**src/rtl/puf_soc_sipo_if.sv**
```systemverilog
// Handshake and data bundle between puf_soc_sipo and its neighbours.
// The upstream PISO/consumer side is the master, the SIPO is the slave.
interface puf_soc_sipo_if #(
    parameter int FRAM_SIZE = 160,
    parameter int CNT_W     = $clog2(FRAM_SIZE + 1)
);
    logic                 i_rx_en;
    logic                 i_rx_mode;
    logic                 i_rx_valid;
    logic                 i_rx_data;
    logic                 o_rx_ready;
    logic [FRAM_SIZE-1:0] o_rx_data;
    logic                 o_rx_valid;
    logic                 i_rx_ready;
    logic                 o_rx_done;
    logic                 o_rx_err;
    logic [CNT_W-1:0]     o_rx_cnt;

    modport master (
        output i_rx_en, i_rx_mode, i_rx_valid, i_rx_data, i_rx_ready,
        input  o_rx_ready, o_rx_data, o_rx_valid, o_rx_done, o_rx_err, o_rx_cnt
    );

    modport slave (
        input  i_rx_en, i_rx_mode, i_rx_valid, i_rx_data, i_rx_ready,
        output o_rx_ready, o_rx_data, o_rx_valid, o_rx_done, o_rx_err, o_rx_cnt
    );
endinterface

```
**src/rtl/puf_soc_sipo.sv**
```systemverilog
// Serial-in parallel-out receiver: rebuilds an LSB-first normal or debug frame
// and offers it downstream under valid/ready, with abort and done pulses.
module puf_soc_sipo #(
    parameter int FRAM_SIZE = 160,
    parameter int NORM_MOD  = 34,
    parameter int DEBUG_MOD = 133,
    parameter int CNT_W     = $clog2(FRAM_SIZE + 1)
) (
    input  logic           clk,
    input  logic           rst,
    puf_soc_sipo_if.slave  bus
);
    typedef enum logic [1:0] {
        IDLE  = 2'd0,
        SHIFT = 2'd1,
        HOLD  = 2'd2
    } state_t;

    state_t               state_r, state_s;
    logic                 mode_r, mode_s;
    logic [FRAM_SIZE-1:0] data_r, data_s;
    logic [CNT_W-1:0]     cnt_r, cnt_s;
    logic                 ready_r, ready_s;
    logic                 valid_r, valid_s;
    logic                 done_r, done_s;
    logic                 err_r, err_s;
    logic [CNT_W-1:0]     last_idx_s;

    // Mode is latched at frame start, so the frame length cannot change mid-frame.
    assign last_idx_s = mode_r ? CNT_W'(DEBUG_MOD - 1) : CNT_W'(NORM_MOD - 1);

    // State and output registers.
    always_ff @(posedge clk or posedge rst) begin
        if (rst) begin
            state_r <= IDLE;
            mode_r  <= 1'b0;
            data_r  <= {FRAM_SIZE{1'b0}};
            cnt_r   <= {CNT_W{1'b0}};
            ready_r <= 1'b0;
            valid_r <= 1'b0;
            done_r  <= 1'b0;
            err_r   <= 1'b0;
        end else begin
            state_r <= state_s;
            mode_r  <= mode_s;
            data_r  <= data_s;
            cnt_r   <= cnt_s;
            ready_r <= ready_s;
            valid_r <= valid_s;
            done_r  <= done_s;
            err_r   <= err_s;
        end
    end

    // Next-state and next-output logic.
    always_comb begin
        state_s = state_r;
        mode_s  = mode_r;
        data_s  = data_r;
        cnt_s   = cnt_r;
        ready_s = 1'b0;
        valid_s = valid_r;
        done_s  = 1'b0;
        err_s   = 1'b0;
        case (state_r)
            IDLE: begin
                if (bus.i_rx_en) begin
                    mode_s  = bus.i_rx_mode;
                    data_s  = {FRAM_SIZE{1'b0}};
                    cnt_s   = {CNT_W{1'b0}};
                    ready_s = 1'b1;
                    state_s = SHIFT;
                end else begin
                    state_s = IDLE;
                end
            end
            SHIFT: begin
                // Abort wins over a bit offered on the same cycle.
                if (!bus.i_rx_en) begin
                    data_s  = {FRAM_SIZE{1'b0}};
                    cnt_s   = {CNT_W{1'b0}};
                    valid_s = 1'b0;
                    err_s   = 1'b1;
                    state_s = IDLE;
                end else if (bus.i_rx_valid && ready_r) begin
                    data_s[cnt_r] = bus.i_rx_data;
                    cnt_s         = cnt_r + CNT_W'(1);
                    if (cnt_r == last_idx_s) begin
                        valid_s = 1'b1;
                        state_s = HOLD;
                    end else begin
                        ready_s = 1'b1;
                    end
                end else begin
                    ready_s = 1'b1;
                end
            end
            HOLD: begin
                if (valid_r && bus.i_rx_ready) begin
                    valid_s = 1'b0;
                    done_s  = 1'b1;
                    state_s = IDLE;
                end else begin
                    state_s = HOLD;
                end
            end
            default: begin
                data_s  = {FRAM_SIZE{1'b0}};
                cnt_s   = {CNT_W{1'b0}};
                valid_s = 1'b0;
                state_s = IDLE;
            end
        endcase
    end

    assign bus.o_rx_ready = ready_r;
    assign bus.o_rx_data  = data_r;
    assign bus.o_rx_valid = valid_r;
    assign bus.o_rx_done  = done_r;
    assign bus.o_rx_err   = err_r;
    assign bus.o_rx_cnt   = cnt_r;
endmodule

```
**src/flat_wrapper.sv**
```systemverilog
// flat-port wrapper written by rule: the top's interface ports become plain ports
module puf_soc_sipo_flat 
#(
    parameter int FRAM_SIZE = 160,
    parameter int NORM_MOD  = 34,
    parameter int DEBUG_MOD = 133,
    parameter int CNT_W     = $clog2(FRAM_SIZE + 1)
)
  (clk, rst, bus_i_rx_en, bus_i_rx_mode, bus_i_rx_valid, bus_i_rx_data, bus_i_rx_ready, bus_o_rx_ready, bus_o_rx_data, bus_o_rx_valid, bus_o_rx_done, bus_o_rx_err, bus_o_rx_cnt);
  puf_soc_sipo_if #(.FRAM_SIZE(FRAM_SIZE), .CNT_W(CNT_W)) bus_i ();
  input  logic clk;
  input  logic rst;
  input wire logic [$bits(bus_i.i_rx_en)-1:0] bus_i_rx_en;
  input wire logic [$bits(bus_i.i_rx_mode)-1:0] bus_i_rx_mode;
  input wire logic [$bits(bus_i.i_rx_valid)-1:0] bus_i_rx_valid;
  input wire logic [$bits(bus_i.i_rx_data)-1:0] bus_i_rx_data;
  input wire logic [$bits(bus_i.i_rx_ready)-1:0] bus_i_rx_ready;
  output wire logic [$bits(bus_i.o_rx_ready)-1:0] bus_o_rx_ready;
  output wire logic [$bits(bus_i.o_rx_data)-1:0] bus_o_rx_data;
  output wire logic [$bits(bus_i.o_rx_valid)-1:0] bus_o_rx_valid;
  output wire logic [$bits(bus_i.o_rx_done)-1:0] bus_o_rx_done;
  output wire logic [$bits(bus_i.o_rx_err)-1:0] bus_o_rx_err;
  output wire logic [$bits(bus_i.o_rx_cnt)-1:0] bus_o_rx_cnt;
  assign bus_i.i_rx_en = bus_i_rx_en;
  assign bus_i.i_rx_mode = bus_i_rx_mode;
  assign bus_i.i_rx_valid = bus_i_rx_valid;
  assign bus_i.i_rx_data = bus_i_rx_data;
  assign bus_i.i_rx_ready = bus_i_rx_ready;
  assign bus_o_rx_ready = bus_i.o_rx_ready;
  assign bus_o_rx_data = bus_i.o_rx_data;
  assign bus_o_rx_valid = bus_i.o_rx_valid;
  assign bus_o_rx_done = bus_i.o_rx_done;
  assign bus_o_rx_err = bus_i.o_rx_err;
  assign bus_o_rx_cnt = bus_i.o_rx_cnt;
  puf_soc_sipo #(.FRAM_SIZE(FRAM_SIZE), .NORM_MOD(NORM_MOD), .DEBUG_MOD(DEBUG_MOD), .CNT_W(CNT_W)) u_core (.clk(clk), .rst(rst), .bus(bus_i));
endmodule
```
**config.mk**
```make
export PLATFORM = sky130hd
export DESIGN_NAME = puf_soc_sipo_flat
export DESIGN_NICKNAME = d
export VERILOG_FILES = /design/src/rtl/puf_soc_sipo_if.sv /design/src/rtl/puf_soc_sipo.sv /design/src/flat_wrapper.sv
export SDC_FILE = /design/constraint.sdc
export NUM_CORES = 1
export LEC_CHECK = 0
export ABC_AREA = 1
export CAP_MARGIN = 20
export CORE_MARGIN = 1
export CORE_UTILIZATION = 41
export CTS_CLUSTER_DIAMETER = 50
export DETAILED_ROUTE_END_ITERATION = 16
export DONT_BUFFER_PORTS = 1
export HOLD_SLACK_MARGIN = 0.02
export REMOVE_ABC_BUFFERS = 1
export SETUP_SLACK_MARGIN = 0.3
export SLEW_MARGIN = 15
export SYNTH_ARGS = -nofsm -noshare
export SYNTH_HDL_FRONTEND = slang
export SYNTH_SLANG_ARGS = --single-unit
```
**constraint.sdc**
```tcl
create_clock -name clk -period 6 [get_ports clk]
set_clock_uncertainty 0.1 [all_clocks]
set_input_delay 1.2 -clock clk [delete_from_list [all_inputs] [get_ports clk]]
set_output_delay 1.2 -clock clk [all_outputs]
set_load 0.1 [all_outputs]
```
# Word level (Yosys, flattened, before mapping)
# Cells that the tools add are included.
[op_classes]
muxes = 32
n_addsub = 1
magnitude_cmp = 2
n_reduce_logical = 8
n_eq_ne = 7
bitwise = 2
[ops]
columns = ["op", "count"]
rows = [
  ["160-bit 2-to-1 mux", 3],
  ["160-bit one-hot mux with 3 select lines", 1],
  ["160-bit bitwise mux", 1],
  ["8-bit 2-to-1 mux", 4],
  ["8-bit one-hot mux with 3 select lines", 1],
  ["1-bit 2-to-1 mux", 14],
  ["8-bit by 9-bit < comparator with 1-bit output, second input constant", 1],
  ["8-bit by 1-bit adder with 8-bit output, second input constant", 1],
  ["1-bit demux with 8-bit select", 1],
  ["8-bit equality test", 1],
  ["8-bit by 1-bit greater-or-equal comparator with 1-bit output, second input constant", 1],
  ["2-bit 2-to-1 mux", 4],
  ["3-bit by 2-bit inequality test with 1-bit output, second input constant", 2],
  ["2-bit one-hot mux with 3 select lines", 1],
  ["2-bit AND reduction", 2],
  ["4-bit AND reduction", 1],
  ["1-bit logical AND", 3],
  ["1-bit one-hot mux with 3 select lines", 1],
  ["3-bit AND reduction", 1],
  ["2-bit by 1-bit equality test with 1-bit output, second input constant", 1],
  ["2-bit equality test, second input constant", 1],
  ["2-bit logical NOT", 1],
  ["2-bit by 1-bit inequality test with 1-bit output, second input constant", 1],
  ["2-bit inequality test, second input constant", 1],
  ["other kinds (2)", 3],
]
[word_totals]
in_bits = 7
regBits = 175

# Longest topological paths before layout
[logic_depth]
ltp_word = 8
mapped_depth = 11
depth_no_buf = 9

# Worst setup path after synthesis
# Ideal clock, no wire load.
[synth_path]
path_kind = "reg2reg"
from = "register u_core.cnt_r[0] (netlist: u_core.bus.o_rx_cnt[0])"
to = "register u_core.data_r[119] (netlist: u_core.bus.o_rx_data[119])"
arrival_ps = 2127
path_stages_with_launch = 8
required_ps = 5780
synth_period_minus_slack_ps = 2347
path_slack_ps = 3653
path_buffers = 1
setup_time_ps = 120
cell_sequence = "dfrtp_1 -> ha_1 -> clkbuf_1 -> nand3_1 -> nor2_1 -> nand2_1 -> o21ai_0 -> inv_1"
[synth_between]
elab_chain_len = 8
word_cells_on_any_way = 9
[synth_lines]
columns = ["element", "line", "text"]
rows = [
  ["start, declared", "puf_soc_sipo.sv:22", "logic [CNT_W-1:0] cnt_r, cnt_s;"],
  ["start signal, assigned", "puf_soc_sipo.sv:38", "cnt_r <= {CNT_W{1'b0}};"],
  ["start signal, assigned", "puf_soc_sipo.sv:47", "cnt_r <= cnt_s;"],
  ["8-bit by 9-bit < comparator with 1-bit output (not written as such) / 8-bit by 1-bit greater-or-equal comparator with 1-bit output (equally long branches)", "puf_soc_sipo.sv:86", "data_s[cnt_r] = bus.i_rx_data;"],
  ["1-bit logical AND (not written as such)", "puf_soc_sipo.sv:86", ""],
  ["1-bit 2-to-1 mux (not written as such)", "puf_soc_sipo.sv:86", ""],
  ["1-bit demux with 8-bit select (*)", "-", ""],
  ["160-bit bitwise mux (*)", "puf_soc_sipo.sv:86", ""],
  ["160-bit 2-to-1 mux (*)", "puf_soc_sipo.sv:85", "end else if (bus.i_rx_valid && ready_r) begin"],
  ["160-bit 2-to-1 mux (*)", "puf_soc_sipo.sv:79", "if (!bus.i_rx_en) begin"],
  ["160-bit one-hot mux with 3 select lines (*)", "puf_soc_sipo.sv:65", "case (state_r)"],
  ["end signal, assigned", "puf_soc_sipo.sv:37", "data_r <= {FRAM_SIZE{1'b0}};"],
  ["end signal, assigned", "puf_soc_sipo.sv:46", "data_r <= data_s;"],
  ["end, declared", "puf_soc_sipo.sv:21", "logic [FRAM_SIZE-1:0] data_r, data_s;"],
]
# Every way passes the cells marked *; elsewhere a longest branch is shown, timed or not. The select of a mux whose other input is x is not followed.
# A chain may end at the register's enable or synchronous reset.

# Worst setup path after layout
[layout_path]
from = "input bus_i_rx_en"
to = "register u_core.data_r[99] (netlist: u_core.bus.o_rx_data[99])"
[layout_between]
elab_chain_len = 2
word_cells_on_any_way = 5
[layout_lines]
columns = ["element", "line", "text"]
rows = [
  ["start, declared", "flat_wrapper.sv:13", "input wire logic [$bits(bus_i.i_rx_en)-1:0] bus_i_rx_en;"],
  ["3-bit by 2-bit inequality test with 1-bit output (no source line) (tied with other cells)", "-", ""],
  ["3-bit AND reduction (no source line) / 160-bit one-hot mux with 3 select lines (equally long branches)", "-", ""],
]
# Several ways; a longest one is shown, not always the timed one.

==> impl_metrics.py <==
metrics = {
    "job": {
        "drv_cap": 0,
    },
    "pwr": {
        "leakage_nw": 5.62,
        "vdd_ir_drop_max_uv": 390,
        "p_per_area_nw_per_um2": 320,
    },
    "status": {
        "status": "finished clean",
    },
    "grt": {
        "grt_pass1_vias": 6917,
        "grt_max_degree": 123,
        "overflow": 0,
        "antenna_found_initial": 0,
        "track_usage_pct": 23.8,
        "grt_first_pass_wirelength_um": 40500,
    },
    "cts": {
        "cts-resized-gates": 0,
        "cts_num_sinks": 175,
        "cts_root_buffer": "clkbuf_16",
        "h-tree-depth": 4,
        "cts.path.max_buffers": 2,
        "cts_tree": "built",
        "postCtsSetupBuffers": 0,
        "clk_latency_ns": 0.43,
        "clkTransAtPathRegs_ns": 0.08,
        "cts_hold_buf": 0,
        "numCtsBuffers": 17,
    },
    "die": {
        "start_util_pct": 42.2,
        "fp-row-count": 53,
        "design.core.area_sq_um": 21200,
        "io_pins": 179,
        "dieArea_sq_um": 22400,
        "fp.dieW_um": 150,
        "die_y_um": 150,
    },
    "critical_path": {
        "critical_path_class": "in -> reg",
        "worstSetupStartpointType": "input pin",
        "crit_buf_inv": 2,
        "arrival_ns": 3.89,
        "crit_required_ns": 6.22,
        "crit_slowest_cell": "nand2_4",
        "cp_top_family": "simple AND/OR/NAND/NOR gates",
        "crit_chain": "nand3_2 > nand2_4 > nand2_4 > buf_4 > nand2_1 > nand2_1 > o21ai_1 > inv_1",
        "cpPeakStageDelay_ns": 0.70,
        "regToRegSetupSlack_ns": 2.57,
        "path_max_fanout": 94,
        "end_kind": "register",
    },
    "final_layout": {
        "antennaDiodeCount": 0,
        "nFillCells": 2147,
        "multi_input_area_sq_um": 3770,
        "syn2layout_area_growth_pct": 9.20,
        "seq_area_sq_um": 4380,
        "drive_gt1_share_pct": 4.48,
        "nNetsFinal": 1249,
        "fin_cells": 1526,
        "layout_commonest_cell": "nand2_1",
        "layout_common_cells": "nand2_1 (519), nor2_1 (181), dfrtp_1 (175)",
    },
    "route": {
        "dr.first_iter.drc_count": 479,
        "avgRoutedWirePerCell_um": 16.9,
        "dr.pass1.iters": 5,
        "detail-route-antenna-nets": 0,
        "routed_via_density": 5.02,
        "num_vias": 7661,
        "drc_errors": 0,
        "drt_wl_total_um": 25800,
    },
    "sta": {
        "tns_ns": 0,
        "clock.fmax_ghz": 0.272,
        "hold_viol_final": 0,
        "min_period_ns": 3.67,
        "rsz0062_at_grt": "no",
        "setup-violations-final": 0,
        "worst_pin_slew_ns": 1.10,
        "timing.final.crit_share_pct": 61.2,
        "slew_headroom_pct": 26.4,
        "whs_ns": 0.436,
        "maxSlewViolCount": 0,
    },
    "synthesis": {
        "netlist_area_sq_um": 8920,
        "syn_avg_cell_area_sq_um": 7.01,
        "ys_seq_elements": 175,
        "synth_top_area_cell": "dfrtp_1",
        "yosysWarnings": 0,
        "syn_inst": 1273,
        "ys_types": 23,
        "synth_top_area_share_pct": 49.1,
        "seq_area_frac_synth_pct": 49.1,
        "synth_area_leaders": "dfrtp_1 (49%), nand2_1 (22%), nor2_1 (7.7%)",
    },
    "place": {
        "port_buffers": 0,
        "hpwl_um": 15500,
        "place_congestion": 0.812,
        "place_inst": 1490,
    },
    "min_path": {
        "min_path_type": "reg -> reg",
    },
}
[registers in the layout (all words and copies together), names as in the netlist]
register,cells
u_core.state_r,2
u_core.bus.o_rx_cnt,8
u_core.bus.o_rx_err,1
u_core.bus.o_rx_ready,1
u_core.bus.o_rx_data,160
u_core.bus.o_rx_valid,1
u_core.bus.o_rx_done,1
u_core.mode_r,1
[power breakdown]
group,switching (mW),leakage [nW],internal [mW]
clock,0.519,0.300,0.708
sequential,0.0906,2.44,1.20
combinational,0.511,2.89,0.0907
[cells by family (layout without fill, tap and decap cells)]
group / count (synthesis) / after routing / share of synthesized area, %
simple gates: 780 / 780 / 34.4
compound gates: 128 / 128 / 7.19
flops: 175 / 175 / 49.1
buf+inv: 186 / 164 / 8.81
fa+ha+maj: 4 / 4 / 0.561
[worst min-delay path: cells and delay by family (launching register included)]
| family | cells | cell delay (ns) |
|---|---|---|
| AO/OA/AOI/OAI | 1 | 0.06 |
| buffers and inverters | 1 | 0.07 |
| flip-flops | 1 | 0.38 |
[path summary, 6_finish.rpt]
check / from / depth (start not counted) / to
setup / recovery: bus_i_rx_en / 8 / u_core.bus.o_rx_data[99]$_DFFE_PP0P_
setup reg to reg: u_core.state_r[1]$_DFFE_PP0P_ / 9 / u_core.bus.o_rx_data[99]$_DFFE_PP0P_
hold / removal: u_core.mode_r$_DFFE_PP0P_ / 2 / u_core.mode_r$_DFFE_PP0P_
hold reg to reg: u_core.mode_r$_DFFE_PP0P_ / 2 / u_core.mode_r$_DFFE_PP0P_
max in group asynchronous: rst / 2 / u_core.bus.o_rx_data[30]$_DFFE_PP0P_
min in group asynchronous: rst / 1 / u_core.bus.o_rx_data[91]$_DFFE_PP0P_
[area by class of cell]
cell class                 count  share of cell area (%)
multi-input combinational    912                    38.7
clock buffer                  18                    4.40
clock inverter                14                    2.08
tap                          275                    3.53
sequential                   175                    44.9
timing repair buffer          12                    1.63
inverter                     120                    4.70
[metrics by stage]
step                worst slack, ns  total power [mW]  area [sq um]  utilization [%]
CTS                            2.31              3.14          9680             45.8
global placement               1.89              1.91          8990             42.5
floorplan                   -0.0452              1.70          8590                -
detailed placement             1.86              1.92          9050             42.8
global route                   2.07              3.26          9740             46.1
finish                         2.33              3.11          9740             46.1
[per-layer routing]
layer,part of all wire (%),global-route usage [%],vias to the layer above
met5,0,0,-
met2,45,36.2,227
li1,-,-,3835
met1,46,33.1,3582
met3,8.1,6.34,17
met4,1.2,6.89,0
[synth_stat cells (all sizes together)]
master,number
dfrtp,175
ha,4
nor3,1
inv,118
clkbuf,18
nand3,66
o21ai,120
clkinv,2
a21oi,7
nand4,4
buf,48
a31oi,1
nor2,182
nand2,527
No activity file was read; power rests on OpenSTA's default activity.
